`src/rtl/fifo_traffic_sched_if.sv`:
```
// Scheduler <-> bench/FIFO handshake bundle: run control, FIFO enables/flags and run statistics.
// The master side is the scheduler; the slave side is whatever drives start and the FIFO flags.
interface fifo_traffic_sched_if #(
    parameter int CNT_W = 16
);
    logic             start;
    logic             we;
    logic             wrdy;
    logic             re;
    logic             rrdy;
    logic             busy;
    logic             done;
    logic [CNT_W-1:0] wr_stall_cnt;
    logic [CNT_W-1:0] occ;
    logic [CNT_W-1:0] peak_occ;

    modport master (
        input  start, wrdy, rrdy,
        output we, re, busy, done, wr_stall_cnt, occ, peak_occ
    );

    modport slave (
        output start, wrdy, rrdy,
        input  we, re, busy, done, wr_stall_cnt, occ, peak_occ
    );
endinterface

```
`src/rtl/fifo_traffic_sched.sv`:
```
// Burst traffic scheduler: independent write and read FSMs drive a FIFO's enables in
// parameterised bursts and gaps, and track stalls, occupancy and peak occupancy per run.
module fifo_traffic_sched #(
    parameter int WRITE_BURST_SIZE                 = 10,
    parameter int WRITE_IDLE_CYCLES_BETWEEN_BURSTS = 10,
    parameter int WRITE_NUMBER_OF_BURSTS           = 10,
    parameter int READ_BURST_SIZE                  = 10,
    parameter int READ_IDLE_CYCLES_BETWEEN_BURSTS  = 10,
    parameter int CNT_W                            = 16
) (
    input  logic                clk,
    input  logic                rst,
    fifo_traffic_sched_if.master bus
);
    localparam int TOTAL = WRITE_BURST_SIZE * WRITE_NUMBER_OF_BURSTS;
    localparam int WI    = WRITE_IDLE_CYCLES_BETWEEN_BURSTS;
    localparam int RI    = READ_IDLE_CYCLES_BETWEEN_BURSTS;

    // Gap counters get one spare code so a zero idle count still yields a legal width.
    localparam int WB_W = $clog2(WRITE_BURST_SIZE + 1);
    localparam int WN_W = $clog2(WRITE_NUMBER_OF_BURSTS + 1);
    localparam int WG_W = $clog2(WI + 2);
    localparam int RB_W = $clog2(READ_BURST_SIZE + 1);
    localparam int RG_W = $clog2(RI + 2);
    localparam int RT_W = $clog2(TOTAL + 1);

    localparam logic [WB_W-1:0]  WB_LAST = WB_W'(WRITE_BURST_SIZE - 1);
    localparam logic [WN_W-1:0]  WN_LAST = WN_W'(WRITE_NUMBER_OF_BURSTS - 1);
    localparam logic [WG_W-1:0]  WG_LAST = WG_W'((WI > 0) ? WI - 1 : 0);
    localparam logic [RB_W-1:0]  RB_LAST = RB_W'(READ_BURST_SIZE - 1);
    localparam logic [RG_W-1:0]  RG_LAST = RG_W'((RI > 0) ? RI - 1 : 0);
    localparam logic [RT_W-1:0]  RT_LAST = RT_W'(TOTAL - 1);
    localparam logic [CNT_W-1:0] CNT_MAX = '1;

    typedef enum logic [1:0] {W_IDLE, W_BURST, W_GAP, W_DONE} wstate_t;
    typedef enum logic [1:0] {R_IDLE, R_BURST, R_GAP, R_DONE} rstate_t;

    wstate_t          wstate, wstate_nx;
    rstate_t          rstate, rstate_nx;
    logic [WB_W-1:0]  wb_cnt;
    logic [WN_W-1:0]  wn_cnt;
    logic [WG_W-1:0]  wg_cnt;
    logic [RB_W-1:0]  rb_cnt;
    logic [RG_W-1:0]  rg_cnt;
    logic [RT_W-1:0]  rt_cnt;
    logic [CNT_W-1:0] stall_cnt, occ, occ_nx, peak;
    logic             we, re, busy, done;
    logic             go, w_acc, w_burst_end, r_burst_end, r_fin;

    // ---------------- state registers ----------------
    always_ff @(posedge clk) begin
        if (rst) begin
            wstate <= W_IDLE;
            rstate <= R_IDLE;
        end else begin
            wstate <= wstate_nx;
            rstate <= rstate_nx;
        end
    end

    // ---------------- outputs decoded from state ----------------
    always_comb begin
        we   = (wstate == W_BURST);
        re   = (rstate == R_BURST) && bus.rrdy;
        busy = !((wstate == W_IDLE || wstate == W_DONE) &&
                 (rstate == R_IDLE || rstate == R_DONE));
        done = (wstate == W_DONE) && (rstate == R_DONE);
    end

    assign go          = bus.start && !busy;
    assign w_acc       = we && bus.wrdy;
    assign w_burst_end = w_acc && (wb_cnt == WB_LAST);
    assign r_burst_end = re && (rb_cnt == RB_LAST);
    assign r_fin       = re && (rt_cnt == RT_LAST);

    // ---------------- write next state ----------------
    always_comb begin
        wstate_nx = wstate;
        case (wstate)
            W_IDLE, W_DONE: if (go) wstate_nx = W_BURST;
            W_BURST: begin
                if (w_burst_end) begin
                    if (wn_cnt == WN_LAST) wstate_nx = W_DONE;
                    else if (WI != 0)      wstate_nx = W_GAP;
                end
            end
            W_GAP:   if (wg_cnt == WG_LAST) wstate_nx = W_BURST;
            default: wstate_nx = W_IDLE;
        endcase
    end

    // ---------------- read next state ----------------
    // Finishing the run wins over a burst boundary, which truncates the last burst.
    always_comb begin
        rstate_nx = rstate;
        case (rstate)
            R_IDLE, R_DONE: if (go) rstate_nx = R_BURST;
            R_BURST: begin
                if (r_fin)            rstate_nx = R_DONE;
                else if (r_burst_end && RI != 0) rstate_nx = R_GAP;
            end
            R_GAP:   if (rg_cnt == RG_LAST) rstate_nx = R_BURST;
            default: rstate_nx = R_IDLE;
        endcase
    end

    // ---------------- burst / gap counters ----------------
    always_ff @(posedge clk) begin
        if (rst || go) begin
            wb_cnt <= '0;
            wn_cnt <= '0;
            wg_cnt <= '0;
        end else begin
            if (w_acc) wb_cnt <= w_burst_end ? '0 : wb_cnt + 1'b1;
            if (w_burst_end && wn_cnt != WN_LAST) wn_cnt <= wn_cnt + 1'b1;
            if (wstate == W_GAP) wg_cnt <= (wg_cnt == WG_LAST) ? '0 : wg_cnt + 1'b1;
        end
    end

    always_ff @(posedge clk) begin
        if (rst || go) begin
            rb_cnt <= '0;
            rg_cnt <= '0;
            rt_cnt <= '0;
        end else begin
            if (re) rb_cnt <= r_burst_end ? '0 : rb_cnt + 1'b1;
            if (re && !r_fin) rt_cnt <= rt_cnt + 1'b1;
            if (rstate == R_GAP) rg_cnt <= (rg_cnt == RG_LAST) ? '0 : rg_cnt + 1'b1;
        end
    end

    // ---------------- run statistics ----------------
    always_comb begin
        occ_nx = occ;
        if (w_acc && !re)      occ_nx = occ + 1'b1;
        else if (!w_acc && re) occ_nx = occ - 1'b1;
    end

    always_ff @(posedge clk) begin
        if (rst || go) begin
            stall_cnt <= '0;
            occ       <= '0;
            peak      <= '0;
        end else begin
            if (we && !bus.wrdy && stall_cnt != CNT_MAX) stall_cnt <= stall_cnt + 1'b1;
            occ <= occ_nx;
            if (occ_nx > peak) peak <= occ_nx;
        end
    end

    assign bus.we           = we;
    assign bus.re           = re;
    assign bus.busy         = busy;
    assign bus.done         = done;
    assign bus.wr_stall_cnt = stall_cnt;
    assign bus.occ          = occ;
    assign bus.peak_occ     = peak;
endmodule

```
`src/flat_wrapper.sv`:
```
// flat-port wrapper written by rule: the top's interface ports become plain ports
module fifo_traffic_sched_flat 
#(
    parameter int WRITE_BURST_SIZE                 = 10,
    parameter int WRITE_IDLE_CYCLES_BETWEEN_BURSTS = 10,
    parameter int WRITE_NUMBER_OF_BURSTS           = 10,
    parameter int READ_BURST_SIZE                  = 10,
    parameter int READ_IDLE_CYCLES_BETWEEN_BURSTS  = 10,
    parameter int CNT_W                            = 16
)
  (clk, rst, bus_start, bus_wrdy, bus_rrdy, bus_we, bus_re, bus_busy, bus_done, bus_wr_stall_cnt, bus_occ, bus_peak_occ);
  fifo_traffic_sched_if #(.CNT_W(CNT_W)) bus_i ();
  input  logic clk;
  input  logic rst;
  input wire logic [$bits(bus_i.start)-1:0] bus_start;
  input wire logic [$bits(bus_i.wrdy)-1:0] bus_wrdy;
  input wire logic [$bits(bus_i.rrdy)-1:0] bus_rrdy;
  output wire logic [$bits(bus_i.we)-1:0] bus_we;
  output wire logic [$bits(bus_i.re)-1:0] bus_re;
  output wire logic [$bits(bus_i.busy)-1:0] bus_busy;
  output wire logic [$bits(bus_i.done)-1:0] bus_done;
  output wire logic [$bits(bus_i.wr_stall_cnt)-1:0] bus_wr_stall_cnt;
  output wire logic [$bits(bus_i.occ)-1:0] bus_occ;
  output wire logic [$bits(bus_i.peak_occ)-1:0] bus_peak_occ;
  assign bus_i.start = bus_start;
  assign bus_i.wrdy = bus_wrdy;
  assign bus_i.rrdy = bus_rrdy;
  assign bus_we = bus_i.we;
  assign bus_re = bus_i.re;
  assign bus_busy = bus_i.busy;
  assign bus_done = bus_i.done;
  assign bus_wr_stall_cnt = bus_i.wr_stall_cnt;
  assign bus_occ = bus_i.occ;
  assign bus_peak_occ = bus_i.peak_occ;
  fifo_traffic_sched #(.WRITE_BURST_SIZE(WRITE_BURST_SIZE), .WRITE_IDLE_CYCLES_BETWEEN_BURSTS(WRITE_IDLE_CYCLES_BETWEEN_BURSTS), .WRITE_NUMBER_OF_BURSTS(WRITE_NUMBER_OF_BURSTS), .READ_BURST_SIZE(READ_BURST_SIZE), .READ_IDLE_CYCLES_BETWEEN_BURSTS(READ_IDLE_CYCLES_BETWEEN_BURSTS), .CNT_W(CNT_W)) u_core (.clk(clk), .rst(rst), .bus(bus_i));
endmodule
```
`config.mk`:
```
export PLATFORM = sky130hd
export DESIGN_NAME = fifo_traffic_sched_flat
export DESIGN_NICKNAME = d
export VERILOG_FILES = /design/src/rtl/fifo_traffic_sched_if.sv /design/src/rtl/fifo_traffic_sched.sv /design/src/flat_wrapper.sv
export SDC_FILE = /design/constraint.sdc
export NUM_CORES = 1
export LEC_CHECK = 0
export BUFFER_PORTS_ARGS = -buffer_cell sky130_fd_sc_hd__buf_2
export CORE_MARGIN = 8
export CORE_UTILIZATION = 25
export CTS_CLUSTER_DIAMETER = 40
export DETAILED_ROUTE_END_ITERATION = 12
export PLACE_DENSITY = 0.39
export SYNTH_ARGS = -nofsm -noshare
export SYNTH_HDL_FRONTEND = slang
export SYNTH_SLANG_ARGS = --single-unit
```
`constraint.sdc`:
```
create_clock -name clk -period 3.8 [get_ports clk]
set_input_delay 0.57 -clock clk [delete_from_list [all_inputs] [get_ports clk]]
set_output_delay 0.57 -clock clk [all_outputs]
set_load 0.005 [all_outputs]
```
==> results.yml <==
status:
  outcome: "complete, no violations"
detailed_routing:
  drt_iter0_drc: 200
  finalWirelength_um: 11200
  dr.pass1.iters: 4
  wl_per_cell_um: 14.2
  vias: 3591
  ant_nets: 0
  remaining_drc_errors: 0
  routed_via_density: 4.55
logic_synthesis:
  synth_top_cells_by_area: "dfxtp_1, ha_1, nor2_1, xor2_1, xnor2_1"
  synth_cell_types: 55
  yosys.area.top_type_share: 0.370
  netlist_area_mm2: 0.00427
  syn_area_per_cell_um2: 8.65
  syn-num-nets: 531
  synth.ff_latch_count: 79
  post-synth-top-area-cell: "dfxtp_1"
  yosys_warnings: 0
  ys.flop_type: "dfxtp_1"
  syn_inst: 494
  synthArstFlopShare: 0
  synth_enable_flop_cells: 0
  ys_seq_area_frac: 0.370
pwr:
  power_frac_comb: 0.500
  p_switching_mw: 1.60
  power.share.switching: 0.417
  intPower_mw: 2.24
  powerDensity_mw_per_mm2: 739
  power.total_mw: 3.84
  p_leak_nw: 2.17
  seqPwrFrac: 0.273
  clockPowerShare: 0.227
  ir_drop_uv: 930
sta:
  hold_viol_final: 0
  finalSetupViolations: 0
  rsz0062_at_grt: "false"
  fin_crit_ns: 3.50
  drv_slew: 0
  relSlewSlack: 0.404
  timing.final.crit_share: 0.922
  fin_ws_ns: 0.297
  final.setup.tns_ns: 0
  finClkSkew_ns: 0.00826
  worstMarginPinSlew_ns: 0.892
  timing.fmax_mhz: 285
grt:
  grt_pass1_vias: 3525
  grt.overflow.total: 0
  track_usage: 0.108
  grt_max_degree: 32
  grt_pass1_wl_um: 18600
  grt_antenna_before_repair: 0
worst_setup_path:
  arrival_ns: 3.73
  crit_chain: "inv_1 -> ha_1 -> or4b_4 -> nor4_4 -> a21oi_2 -> nor2_1 -> xnor2_1 -> inv_1 -> ha_1 -> nand4_1 -> a2111o_1 -> a31oi_2 -> buf_12 -> mux2i_1 -> nor2_1"
  r2r_start: "u_core.bus.occ[0]"
  slowest_stage: "or4b_4"
  required_ns: 4.03
  path_max_fanout: 31
  setup.worst_path.end_class: "flip-flop"
  regToRegSetupSlack_ns: 0.30
  critPathBufInv: 3
  critPathTopFamily: "simple AND/OR/NAND/NOR gates"
  criticalPathCategory: "flip-flop to flip-flop"
  crit_path_start_kind: "flip-flop"
  max_stage_delay_ns: 0.48
  reg2regPathDepth: 15
  r2r-end: "u_core.bus.peak_occ[15]"
floorplanning:
  fp.dieW_um: 147
  io_pins: 57
  fp.dieArea_mm2: 0.0215
  initial_utilization: 0.251
  die_h_um: 147
  rows: 48
  core_mm2: 0.0170
place:
  globalplace.congestion: 0.780
  dp_hpwl_um: 8570
  io_buffers: 56
  placed_cell_area_mm2: 0.00489
  dp_slack_ns: 0.321
job:
  maxCapViolations: 0
clock_network:
  clk_path_buf_depth: 2
  cts_tree: "done"
  hold_buffers: 0
  root_buffer: "clkbuf_16"
  cts.sinks: 79
  htreeDepth: 3
  cts_buffers: 9
  path_clk_slew_ns: 0.06
  insertion_delay_ns: 0.34
layout:
  layout_commonest_cell: "dfxtp_1"
  final_cell_mix: "dfxtp_1, buf_2, nor2_1"
  diodes: 0
  final_nets: 596
  fin_area_mm2: 0.00520
  syn_to_final_growth_pct: 21.7
  drive_above_1_share: 0.195
min_path:
  min_path_type: "input port to flip-flop"
  min_to: "u_core.wstate[1]"
  hp-start: "rst"
  min_path_cells: 2
[metrics by stage]
stage               hold slack (ns)  utilization  instances
floorplan                     0.459            -        494
CTS                           0.473        0.306        788
global route                  0.495        0.306        789
global placement              0.472        0.288        772
finish                        0.493        0.306        789
detailed placement            0.486        0.288        772
[worst register-to-register path: stages (launching register included)]
cell and delay [ns]:
dfxtp_1 0.34, inv_1 0.10, ha_1 0.19, or4b_4 0.48, nor4_4 0.26, a21oi_2 0.07
nor2_1 0.15, xnor2_1 0.17, inv_1 0.07, ha_1 0.32, nand4_1 0.20, a2111o_1 0.35
a31oi_2 0.23, buf_12 0.21, mux2i_1 0.20, nor2_1 0.05
[worst max path at each step]
stage / start / end / slack (ns) / cells past startpoint
3_3_place_gp: bus_wrdy / u_core.bus.peak_occ[15] / 0.38 / 14
5_1_grt: u_core.wstate[1] / u_core.bus.peak_occ[15] / 0.004 / 15
3_5_place_dp: bus_wrdy / u_core.bus.peak_occ[15] / 0.32 / 14
6_report: u_core.bus.occ[0] / u_core.bus.peak_occ[15] / 0.30 / 15
4_1_cts: u_core.bus.occ[0] / u_core.bus.peak_occ[15] / 0.29 / 15
2_1_floorplan: u_core.bus.occ[0] / u_core.bus.peak_occ[14] / 0.55 / 15
[per-layer routing]
layer  GRT usage  wire length, um  up-vias
met5           0                0        -
met4      0.0500              220        0
met3      0.0249              438       14
met2       0.175             5190       62
met1       0.132             5380     1645
li1            -                -     1870
[sequential cells by signal (all words and copies together) (netlist names), 4 cells and up]
register / count
u_core.bus.occ: 16
u_core.bus.peak_occ: 16
u_core.rb_cnt: 4
u_core.bus.wr_stall_cnt: 16
u_core.rg_cnt: 4
u_core.wg_cnt: 4
u_core.rt_cnt: 7
u_core.wn_cnt: 4
u_core.wb_cnt: 4
[power by group through the flow]
stage | Clock (mW) | Sequential, mW | Combinational [mW]
floorplan | 0 | 1.03 | 1.30
global placement | 0 | 1.07 | 1.91
detailed placement | 0 | 1.07 | 1.92
CTS | 0.914 | 1.05 | 1.94
global route | 0.948 | 1.07 | 2.16
finish | 0.874 | 1.05 | 1.92
[cell usage after synthesis, drive strengths merged (13+ instances only)]
master and instances:
a21oi 22, and2 18, dfxtp 79, ha 32, inv 30, nand2 31, nand3 27, nand4 19
nor2 55, nor3 19, o21ai 13, o31ai 13, xnor2 22, xor2 23
[final cells by class]
type                            instances  area [um2]
Multi-Input combinational cell        364        2490
Inverter                               30         113
Timing Repair Buffer                   75         435
Tap cell                              225         282
Clock inverter                          5        57.6
Sequential cell                        79        1580
Fill cell                            1807       11800
Clock buffer                           11         243
[kinds of logic after synthesis]
logic type               count (synthesis)  share of synthesized area
AO/OA/AOI/OAI                           75                      0.119
multiplexers                             4                    0.00937
XOR/XNOR                                45                     0.0975
AND/OR/NAND/NOR                        208                      0.260
flip-flops                              79                      0.370
buffers and inverters                   51                     0.0506
adder cells (fa/ha/maj)                 32                     0.0937
[what timing repair did]
| item | 4_1_cts | 5_1_grt |
|---|---|---|
| buffers inserted | 0 | 1 |
| endpoints found under the setup margin | 0 | 1 |
| gates resized for setup | 0 | 0 |
Note: power is estimated with default switching activity, not from simulation.
